==> src/rtl/facto_core_gen.sv <==
// ---------------------------------------------------------------------------
// facto_core_gen
// Register-mapped factorial / integer-power engine. Software loads OPERAND
// (and BASEV / MODE for power), writes START, and polls STATUS or waits for
// the interrupt. The result is accumulated in a 2*DW-bit register by a
// radix-2 shift-add multiplier that takes DW cycles per multiplication.
//
// Ports
//   clk        sole clock, rising edge
//   reset_n    asynchronous active-low reset
//   s_sel      slave select
//   s_wr       1 = write, 0 = read (qualified by s_sel)
//   s_addr     byte address, register offset = s_addr[15:3]
//   s_din      write data (bits above DW ignored)
//   s_dout     registered read data, zero when no read was issued
//   interrupt  DONE and INTR.en
// ---------------------------------------------------------------------------
module facto_core_gen #(
    parameter int          DW   = 64,
    parameter logic [12:0] BASE = 13'hE00
) (
    input  logic        clk,
    input  logic        reset_n,
    input  logic        s_sel,
    input  logic        s_wr,
    input  logic [15:0] s_addr,
    input  logic [63:0] s_din,
    output logic [63:0] s_dout,
    output logic        interrupt
);

    localparam int RW = 2 * DW;
    localparam int PW = RW + DW;
    localparam int CW = $clog2(DW);
    localparam logic [CW-1:0] CNT_LAST = CW'(DW - 1);

    localparam logic [12:0] OFF_START   = BASE;
    localparam logic [12:0] OFF_CLEAR   = BASE + 13'd1;
    localparam logic [12:0] OFF_STATUS  = BASE + 13'd2;
    localparam logic [12:0] OFF_INTR    = BASE + 13'd3;
    localparam logic [12:0] OFF_OPERAND = BASE + 13'd4;
    localparam logic [12:0] OFF_RES_H   = BASE + 13'd5;
    localparam logic [12:0] OFF_RES_L   = BASE + 13'd6;
    localparam logic [12:0] OFF_MODE    = BASE + 13'd7;
    localparam logic [12:0] OFF_BASEV   = BASE + 13'd8;

    typedef enum logic [2:0] {IDLE, LOAD, MUL, NEXT, DONE} state_t;

    state_t        state_q, state_d;
    logic [RW-1:0] acc_q, acc_d;
    logic [PW-1:0] psum_q, psum_d;
    logic [DW-1:0] k_q, k_d;
    logic [DW-1:0] m_q, m_d;
    logic [DW-1:0] fsh_q, fsh_d;
    logic [CW-1:0] cnt_q, cnt_d;
    logic [DW-1:0] operand_q, operand_d;
    logic [DW-1:0] basev_q, basev_d;
    logic          mode_q, mode_d;
    logic          run_mode_q, run_mode_d;
    logic          intr_en_q, intr_en_d;
    logic          ovf_q, ovf_d;
    logic [63:0]   s_dout_q, s_dout_d;

    logic [12:0]   off;
    logic          wr_en, rd_en, start_wr, clear_wr;
    logic          busy, done;
    logic [DW-1:0] k_load, m_load, k_next;
    logic [63:0]   rd_data;
    logic          unused_bits;

    function automatic logic [63:0] zext(input logic [DW-1:0] v);
        logic [63:0] r;
        r = '0;
        r[DW-1:0] = v;
        return r;
    endfunction

    assign off      = s_addr[15:3];
    assign wr_en    = s_sel & s_wr;
    assign rd_en    = s_sel & ~s_wr;
    assign start_wr = wr_en & (off == OFF_START) & s_din[0];
    assign clear_wr = wr_en & (off == OFF_CLEAR) & s_din[0];
    assign s_dout   = s_dout_q;
    assign unused_bits = ^{s_addr[2:0], s_din};

    // Operation parameters captured in LOAD; factorial runs k-1 multiplies
    // because the final factor of 1 contributes nothing.
    assign k_load = mode_q ? basev_q : operand_q;
    assign m_load = mode_q ? operand_q
                           : ((operand_q == '0) ? '0 : operand_q - DW'(1));
    assign k_next = run_mode_q ? k_q : k_q - DW'(1);

    // FSM state register
    always_ff @(posedge clk or negedge reset_n) begin
        if (!reset_n) begin
            state_q <= IDLE;
        end else begin
            state_q <= state_d;
        end
    end

    // FSM next-state logic; CLEAR overrides everything
    always_comb begin
        state_d = state_q;
        if (clear_wr) begin
            state_d = IDLE;
        end else begin
            case (state_q)
                IDLE, DONE: if (start_wr) state_d = LOAD;
                LOAD:       state_d = (m_load == '0) ? DONE : MUL;
                MUL:        if (cnt_q == CNT_LAST) state_d = NEXT;
                NEXT:       state_d = (m_q == DW'(1)) ? DONE : MUL;
                default:    state_d = IDLE;
            endcase
        end
    end

    // FSM outputs
    always_comb begin
        busy      = (state_q == LOAD) || (state_q == MUL) || (state_q == NEXT);
        done      = (state_q == DONE);
        interrupt = done & intr_en_q;
    end

    // Datapath and register file next-state
    always_comb begin
        acc_d      = acc_q;
        psum_d     = psum_q;
        k_d        = k_q;
        m_d        = m_q;
        fsh_d      = fsh_q;
        cnt_d      = cnt_q;
        operand_d  = operand_q;
        basev_d    = basev_q;
        mode_d     = mode_q;
        run_mode_d = run_mode_q;
        intr_en_d  = intr_en_q;
        ovf_d      = ovf_q;

        if (wr_en) begin
            case (off)
                OFF_INTR:    intr_en_d = s_din[0];
                OFF_OPERAND: operand_d = s_din[DW-1:0];
                OFF_MODE:    mode_d    = s_din[0];
                OFF_BASEV:   basev_d   = s_din[DW-1:0];
                default:     ;
            endcase
        end

        if (clear_wr) begin
            acc_d = RW'(1);
            ovf_d = 1'b0;
        end else begin
            case (state_q)
                IDLE, DONE: begin
                    if (start_wr) ovf_d = 1'b0;
                end
                LOAD: begin
                    acc_d      = RW'(1);
                    run_mode_d = mode_q;
                    k_d        = k_load;
                    m_d        = m_load;
                    fsh_d      = k_load;
                    psum_d     = '0;
                    cnt_d      = '0;
                end
                MUL: begin
                    // MSB-first shift-add; psum is wide enough to hold the
                    // full product so overflow can be inspected in NEXT.
                    psum_d = {psum_q[PW-2:0], 1'b0}
                           + (fsh_q[DW-1] ? {{DW{1'b0}}, acc_q} : '0);
                    fsh_d  = {fsh_q[DW-2:0], 1'b0};
                    cnt_d  = cnt_q + CW'(1);
                end
                NEXT: begin
                    acc_d = psum_q[RW-1:0];
                    if (|psum_q[PW-1:RW]) ovf_d = 1'b1;
                    m_d    = m_q - DW'(1);
                    k_d    = k_next;
                    fsh_d  = k_next;
                    psum_d = '0;
                    cnt_d  = '0;
                end
                default: ;
            endcase
        end
    end

    // Read mux; unmapped and write-only offsets read as zero
    always_comb begin
        rd_data = '0;
        case (off)
            OFF_STATUS:  rd_data = {61'd0, ovf_q, busy, done};
            OFF_INTR:    rd_data = {63'd0, intr_en_q};
            OFF_OPERAND: rd_data = zext(operand_q);
            OFF_RES_H:   rd_data = zext(acc_q[RW-1:DW]);
            OFF_RES_L:   rd_data = zext(acc_q[DW-1:0]);
            OFF_MODE:    rd_data = {63'd0, mode_q};
            OFF_BASEV:   rd_data = zext(basev_q);
            default:     rd_data = '0;
        endcase
        s_dout_d = rd_en ? rd_data : '0;
    end

    // Datapath and register file flops
    always_ff @(posedge clk or negedge reset_n) begin
        if (!reset_n) begin
            acc_q      <= RW'(1);
            psum_q     <= '0;
            k_q        <= '0;
            m_q        <= '0;
            fsh_q      <= '0;
            cnt_q      <= '0;
            operand_q  <= '0;
            basev_q    <= '0;
            mode_q     <= 1'b0;
            run_mode_q <= 1'b0;
            intr_en_q  <= 1'b0;
            ovf_q      <= 1'b0;
            s_dout_q   <= '0;
        end else begin
            acc_q      <= acc_d;
            psum_q     <= psum_d;
            k_q        <= k_d;
            m_q        <= m_d;
            fsh_q      <= fsh_d;
            cnt_q      <= cnt_d;
            operand_q  <= operand_d;
            basev_q    <= basev_d;
            mode_q     <= mode_d;
            run_mode_q <= run_mode_d;
            intr_en_q  <= intr_en_d;
            ovf_q      <= ovf_d;
            s_dout_q   <= s_dout_d;
        end
    end

endmodule

==> config.mk <==
export PLATFORM = sky130hd
export DESIGN_NAME = facto_core_gen
export DESIGN_NICKNAME = d
export VERILOG_FILES = /design/src/rtl/facto_core_gen.sv
export SDC_FILE = /design/constraint.sdc
export NUM_CORES = 2
export LEC_CHECK = 0
export CORE_ASPECT_RATIO = 0.6
export CORE_MARGIN = 3
export CORE_UTILIZATION = 39
export DETAILED_ROUTE_END_ITERATION = 8
export SLEW_MARGIN = 40
export SYNTH_ARGS = -nofsm -noshare
export SYNTH_HDL_FRONTEND = slang
export SYNTH_SLANG_ARGS = --single-unit
==> constraint.sdc <==
create_clock -name clk -period 4.4 [get_ports clk]
set_input_delay 0.66 -clock clk [delete_from_list [all_inputs] [get_ports clk]]
set_output_delay 0.66 -clock clk [all_outputs]
set_load 0.01 [all_outputs]
-- After elaboration in Yosys (flattened, before gate mapping)
Cells that the tools add are included.
- flip-flop bits (word level): 717
- logic and storage cells: 93
- multiplexer cells: 24
- $add $sub $neg: 5
- equality and inequality tests: 18
- bitwise logic cells: 9
- reductions and logical operators: 23
- operators by type and width (cell ; number):
    64-bit one-hot mux with 7 select lines ; 1
    192-bit one-hot mux with 2 select lines ; 1
    64-bit two-way mux ; 5
    128-bit two-way mux ; 2
    128-bit one-hot mux with 2 select lines ; 1
    64-bit one-hot mux with 2 select lines ; 2
    192-bit by 128-bit adder with 192-bit output ; 1
    64-bit one-hot mux with 3 select lines ; 1
    64-bit by 1-bit subtractor with 64-bit output, second input constant ; 3
    64-bit logical NOT ; 2
    13-bit by 12-bit == test with 1-bit output, second input constant ; 9
    64-bit by 1-bit == test with 1-bit output, second input constant ; 1
    64-bit OR reduction ; 1
    2-bit AND reduction ; 9
    3-bit two-way mux ; 5
    3-bit one-hot mux with 4 select lines ; 1
    6-bit one-hot mux with 2 select lines ; 1
    3-bit nonzero test ; 3
    1-bit AND ; 7
    6-bit by 1-bit adder with 6-bit output, second input constant ; 1
    3-bit by 2-bit == test with 1-bit output, second input constant ; 2
    6-bit == test, second input constant ; 1
    3-bit != test, second input constant ; 2
    2-bit nonzero test ; 2
    10 further kinds ; 15

-- Depth between registers and ports, before layout
- word-level depth: 7
- depth in mapped cells: 17

-- Worst setup path before layout
OpenSTA, ideal clock, no wires.
- path type: flip-flop to flip-flop
- from: register fsh_q[63]
- to: register psum_q[156]
- cell stages (with the launch flop): 18
- slack: 369 ps
- period minus slack after synthesis: 4031 ps
- arrival: 3948 ps
- buffers on the path: 4
- cells stage by stage: dfrtp_1 clkbuf_1 clkbuf_1 and2_1 ha_1 clkbuf_2 nand4_1 nor3_1 inv_1 nor4_1 o2111ai_1 a2111oi_1 o21ai_1 a211oi_2 buf_4 o211ai_1 xor2_1 o21ai_0
- cells in the longest elaborated chain, start to end: 3
- RTL lines (element ; RTL line ; RTL):
    start: declaration ; 54 ; logic [DW-1:0] fsh_q, fsh_d;
    start signal: assignment ; 226 ; fsh_q <= fsh_d;
    128-bit two-way mux ; 171 ; + (fsh_q[DW-1] ? {{DW{1'b0}}, acc_q} : '0);
    192-bit by 128-bit adder with 192-bit output ; 171 ;
    192-bit one-hot mux with 2 select lines ; 154 ; case (state_q)
    end signal: assignment ; 223 ; psum_q <= psum_d;
    end: declaration ; 51 ; logic [PW-1:0] psum_q, psum_d;
No other way between the ends.
A chain may end at the register's enable or synchronous reset.

-- Final worst setup path
- from: register fsh_q[63]
- to: register psum_q[180]
Same word-level chain as after synthesis.

==> metrics.csv <==
metric,value,unit
cp-start-kind,register,
synth.distinct_cells,88,
hold_path_class,reg2reg,
seq_area_frac_synth,39.5,%
p_switching,4.14,mW
sequentialPowerShare,44.3,%
num_vias,45000,
synth_flop_cell,dfrtp_1,
numPortBuffers,145,
hold_viol_final,0,
syn_avg_cell_area,8.53,um^2
critPathRequiredTime,5000,ps
vias_per_cell,6.13,
drive_gt1_share,17.7,%
rsz0062_at_grt,yes,
clk_latency,700,ps
dr.pass1.iters,6,
power,15.2,mW
worstMarginPinSlew,888,ps
dp_worst_setup_slack,-550,ps
wl,191000,um
fin_ws,-75.2,ps
ys_warn_count,0,
die_h,270,um
final_common_cell,dfrtp_1,
period_needed,4480,ps
timing.setup.tns,-554,ps
synth_fp_nets,5545,
wl_per_cell,26.0,um
synth-seq-cells,717,
r2r-start,fsh_q[63],
core-area,115000,um^2
crit_start,fsh_q[63],
p_leak,26.0,nW
status,"complete, but fails checks",
ant_nets,0,
final_cell_mix,"713 x dfrtp_1, 617 x nand2_1, 532 x o21ai_0, 531 x buf_4, 452 x a21oi_1",
async_reset_ff_share,100,%
track_usage,30.7,%
power_density,274,nW/um^2
crit_fanout,16,
htreeDepth,3,
nets,5979,
report.final.slew_viol_count,0,
slew_headroom,40.3,%
synth_edf_count,0,
timing.final.crit_share,102,%
antenna_found_initial,11,
internal-power,11.1,mW
cts_sinks,717,
clockRootBuffer,clkbuf_16,
finalSetupViolCount,12,
numCtsBuffers,77,
place_hpwl,143000,um
first_global_vias,41500,
p_sw_share,27.1,%
combPwrFrac,10.3,%
grt_max_degree,143,
finalWeightedCongestion,1.06,
end_kind,register,
drv_cap,0,
cts_tree,built,
clock_path_buffers,3,
grt-ovfl-total,0,
grt_pass1_wl,281000,um
initial_core_util,39.5,%
max_freq,223,MHz
synth_cells,5328,
areaGrowthSynthToFinish,22.4,%
fill_cells,11000,
die_w,447,um
rows,96,
drc,0,
fin_skew,43.8,ps
worstHoldStart,fsh_q[10],
violations,negative setup slack,
path_clk_slew,60,ps
clockPowerShare,45.4,%
ir_drop,0.281,mV
die_area,121000,um^2
io_pins,149,
critPathKind,reg2reg,
netlist_area,45500,um^2
arrival,5080,ps
first_iter_violations,5868,
==> power by group through the flow <==
| stage | Clock (mW) | Sequential, mW | Combinational [mW] |
|---|---|---|---|
| CTS | 7.02 | 6.75 | 1.47 |
| global placement | 0 | 6.87 | 1.44 |
| global route | 7.30 | 6.76 | 1.69 |
| finish | 6.92 | 6.76 | 1.58 |
| detailed placement | 0 | 6.87 | 1.45 |
| floorplan | 0 | 6.84 | 0.690 |
==> state kept, by name (all words and copies together) (netlist names) <==
| name | cells |
|---|---|
| state_q | 3 |
| ovf_q | 1 |
| m_q | 64 |
| acc_q | 128 |
| run_mode_q | 1 |
| psum_q | 192 |
| basev_q | 64 |
| cnt_q | 6 |
| s_dout | 64 |
| intr_en_q | 1 |
| fsh_q | 64 |
| operand_q | 64 |
| k_q | 64 |
| mode_q | 1 |
==> metal layers <==
metal / share of wire (%) / vias up / track usage (%)
li1: - / 20200 / -
met1: 47 / 22100 / 48.7
met2: 37 / 2422 / 38.5
met3: 14 / 223 / 11.4
met4: 2.1 / 2 / 6.36
met5: 0.0068 / - / 0
==> critical path, cell delays in order (launching register included) <==
cell and delay (ps):
dfrtp_4 540, buf_12 170, buf_4 200, and2_1 150
ha_1 400, buf_4 160, nand4_1 150, nor3_1 440
nand4_1 330, o221ai_1 460, buf_4 220, o21ai_4 90
a211oi_4 250, buf_6 150, clkbuf_16 160, o2111ai_1 130
xor2_1 190, o21ai_0 160
==> cell families (layout without fill, tap and decap cells) <==
kind of cell / Yosys count / in the layout / synth area share (%)
compound gates: 1713 / 1713 / 23.3
xor+xnor: 299 / 299 / 5.76
fa+ha+maj: 133 / 133 / 3.68
buf+inv: 438 / 934 / 3.67
flops: 717 / 717 / 39.5
mux: 194 / 194 / 4.68
other cells: 0 / 5 / 0
simple gates: 1834 / 1834 / 19.4
==> timing repair <==
action / 4_1_cts / 5_1_grt
gates cloned: 1 / 1
setup buffers: 3 / 10
setup endpoints to repair: 89 / 97
gates resized for setup: 39 / 128
endpoints found under the hold margin: 48 / 0
pin swaps: 8 / 26
hold buffers: 1 / 0
==> synthesized netlist by cell type, types with 14 or more instances <==
cell / number / area share (%)
a31oi_1: 30 / 0.41
clkbuf_1: 333 / 2.7
nor2b_1: 17 / 0.23
and3_1: 43 / 0.59
o21ai_0: 552 / 6.1
nor2_1: 413 / 3.4
o22ai_1: 29 / 0.40
a22oi_1: 138 / 2.3
dfrtp_1: 716 / 39
o21bai_1: 39 / 0.64
buf_1: 20 / 0.17
nor4_1: 78 / 1.1
mux2_2: 150 / 3.7
nand2_1: 623 / 5.1
a21o_1: 75 / 1.2
nor3_1: 146 / 1.6
o211ai_1: 16 / 0.26
or3_1: 44 / 0.61
ha_1: 132 / 3.6
inv_1: 73 / 0.60
o31ai_1: 14 / 0.23
and2_1: 147 / 2.0
xor2_1: 129 / 2.5
a211oi_1: 50 / 0.83
mux2i_1: 44 / 0.97
a21boi_0: 17 / 0.28
or4_1: 23 / 0.38
a21oi_1: 463 / 5.1
xnor2_1: 170 / 3.3
or2_2: 23 / 0.32
nand3_1: 85 / 0.94
o21a_1: 22 / 0.36
nand4_1: 120 / 1.7
a22o_1: 152 / 2.9
==> metrics by stage <==
stage | area, um^2 | cells | hold slack (ps) | util (%)
2_1_floorplan | 45500 | 5328 | 364 | -
3_3_place_gp | 52100 | 7185 | 460 | 45.3
3_5_place_dp | 52100 | 7185 | 465 | 45.3
4_1_cts | 54900 | 7331 | 479 | 47.8
5_1_grt | 55600 | 7344 | 495 | 48.4
6_report | 55700 | 7348 | 475 | 48.4
==> area by class of cell <==
| cell class | count | area [um^2] | area share [%] |
|---|---|---|---|
| Antenna cell | 5 | 12.5 | 0.0225 |
| Clock buffer | 106 | 2240 | 4.02 |
| Clock inverter | 35 | 354 | 0.636 |
| Inverter | 73 | 274 | 0.492 |
| Multi-Input combinational cell | 4173 | 26700 | 47.9 |
| Sequential cell | 717 | 18000 | 32.3 |
| Tap cell | 1519 | 1900 | 3.41 |
| Timing Repair Buffer | 720 | 6250 | 11.2 |
==> worst paths after layout <==
kind	slack, ps	depth (start not counted)	to
setup / recovery	-80	17	psum_q[180]
hold / removal	480	2	fsh_q[10]
setup reg to reg	-80	17	psum_q[180]
hold reg to reg	480	2	fsh_q[10]
max in group asynchronous	2580	4	psum_q[148]
min in group asynchronous	510	2	acc_q[16]
Power figures use the tool's default switching activity.
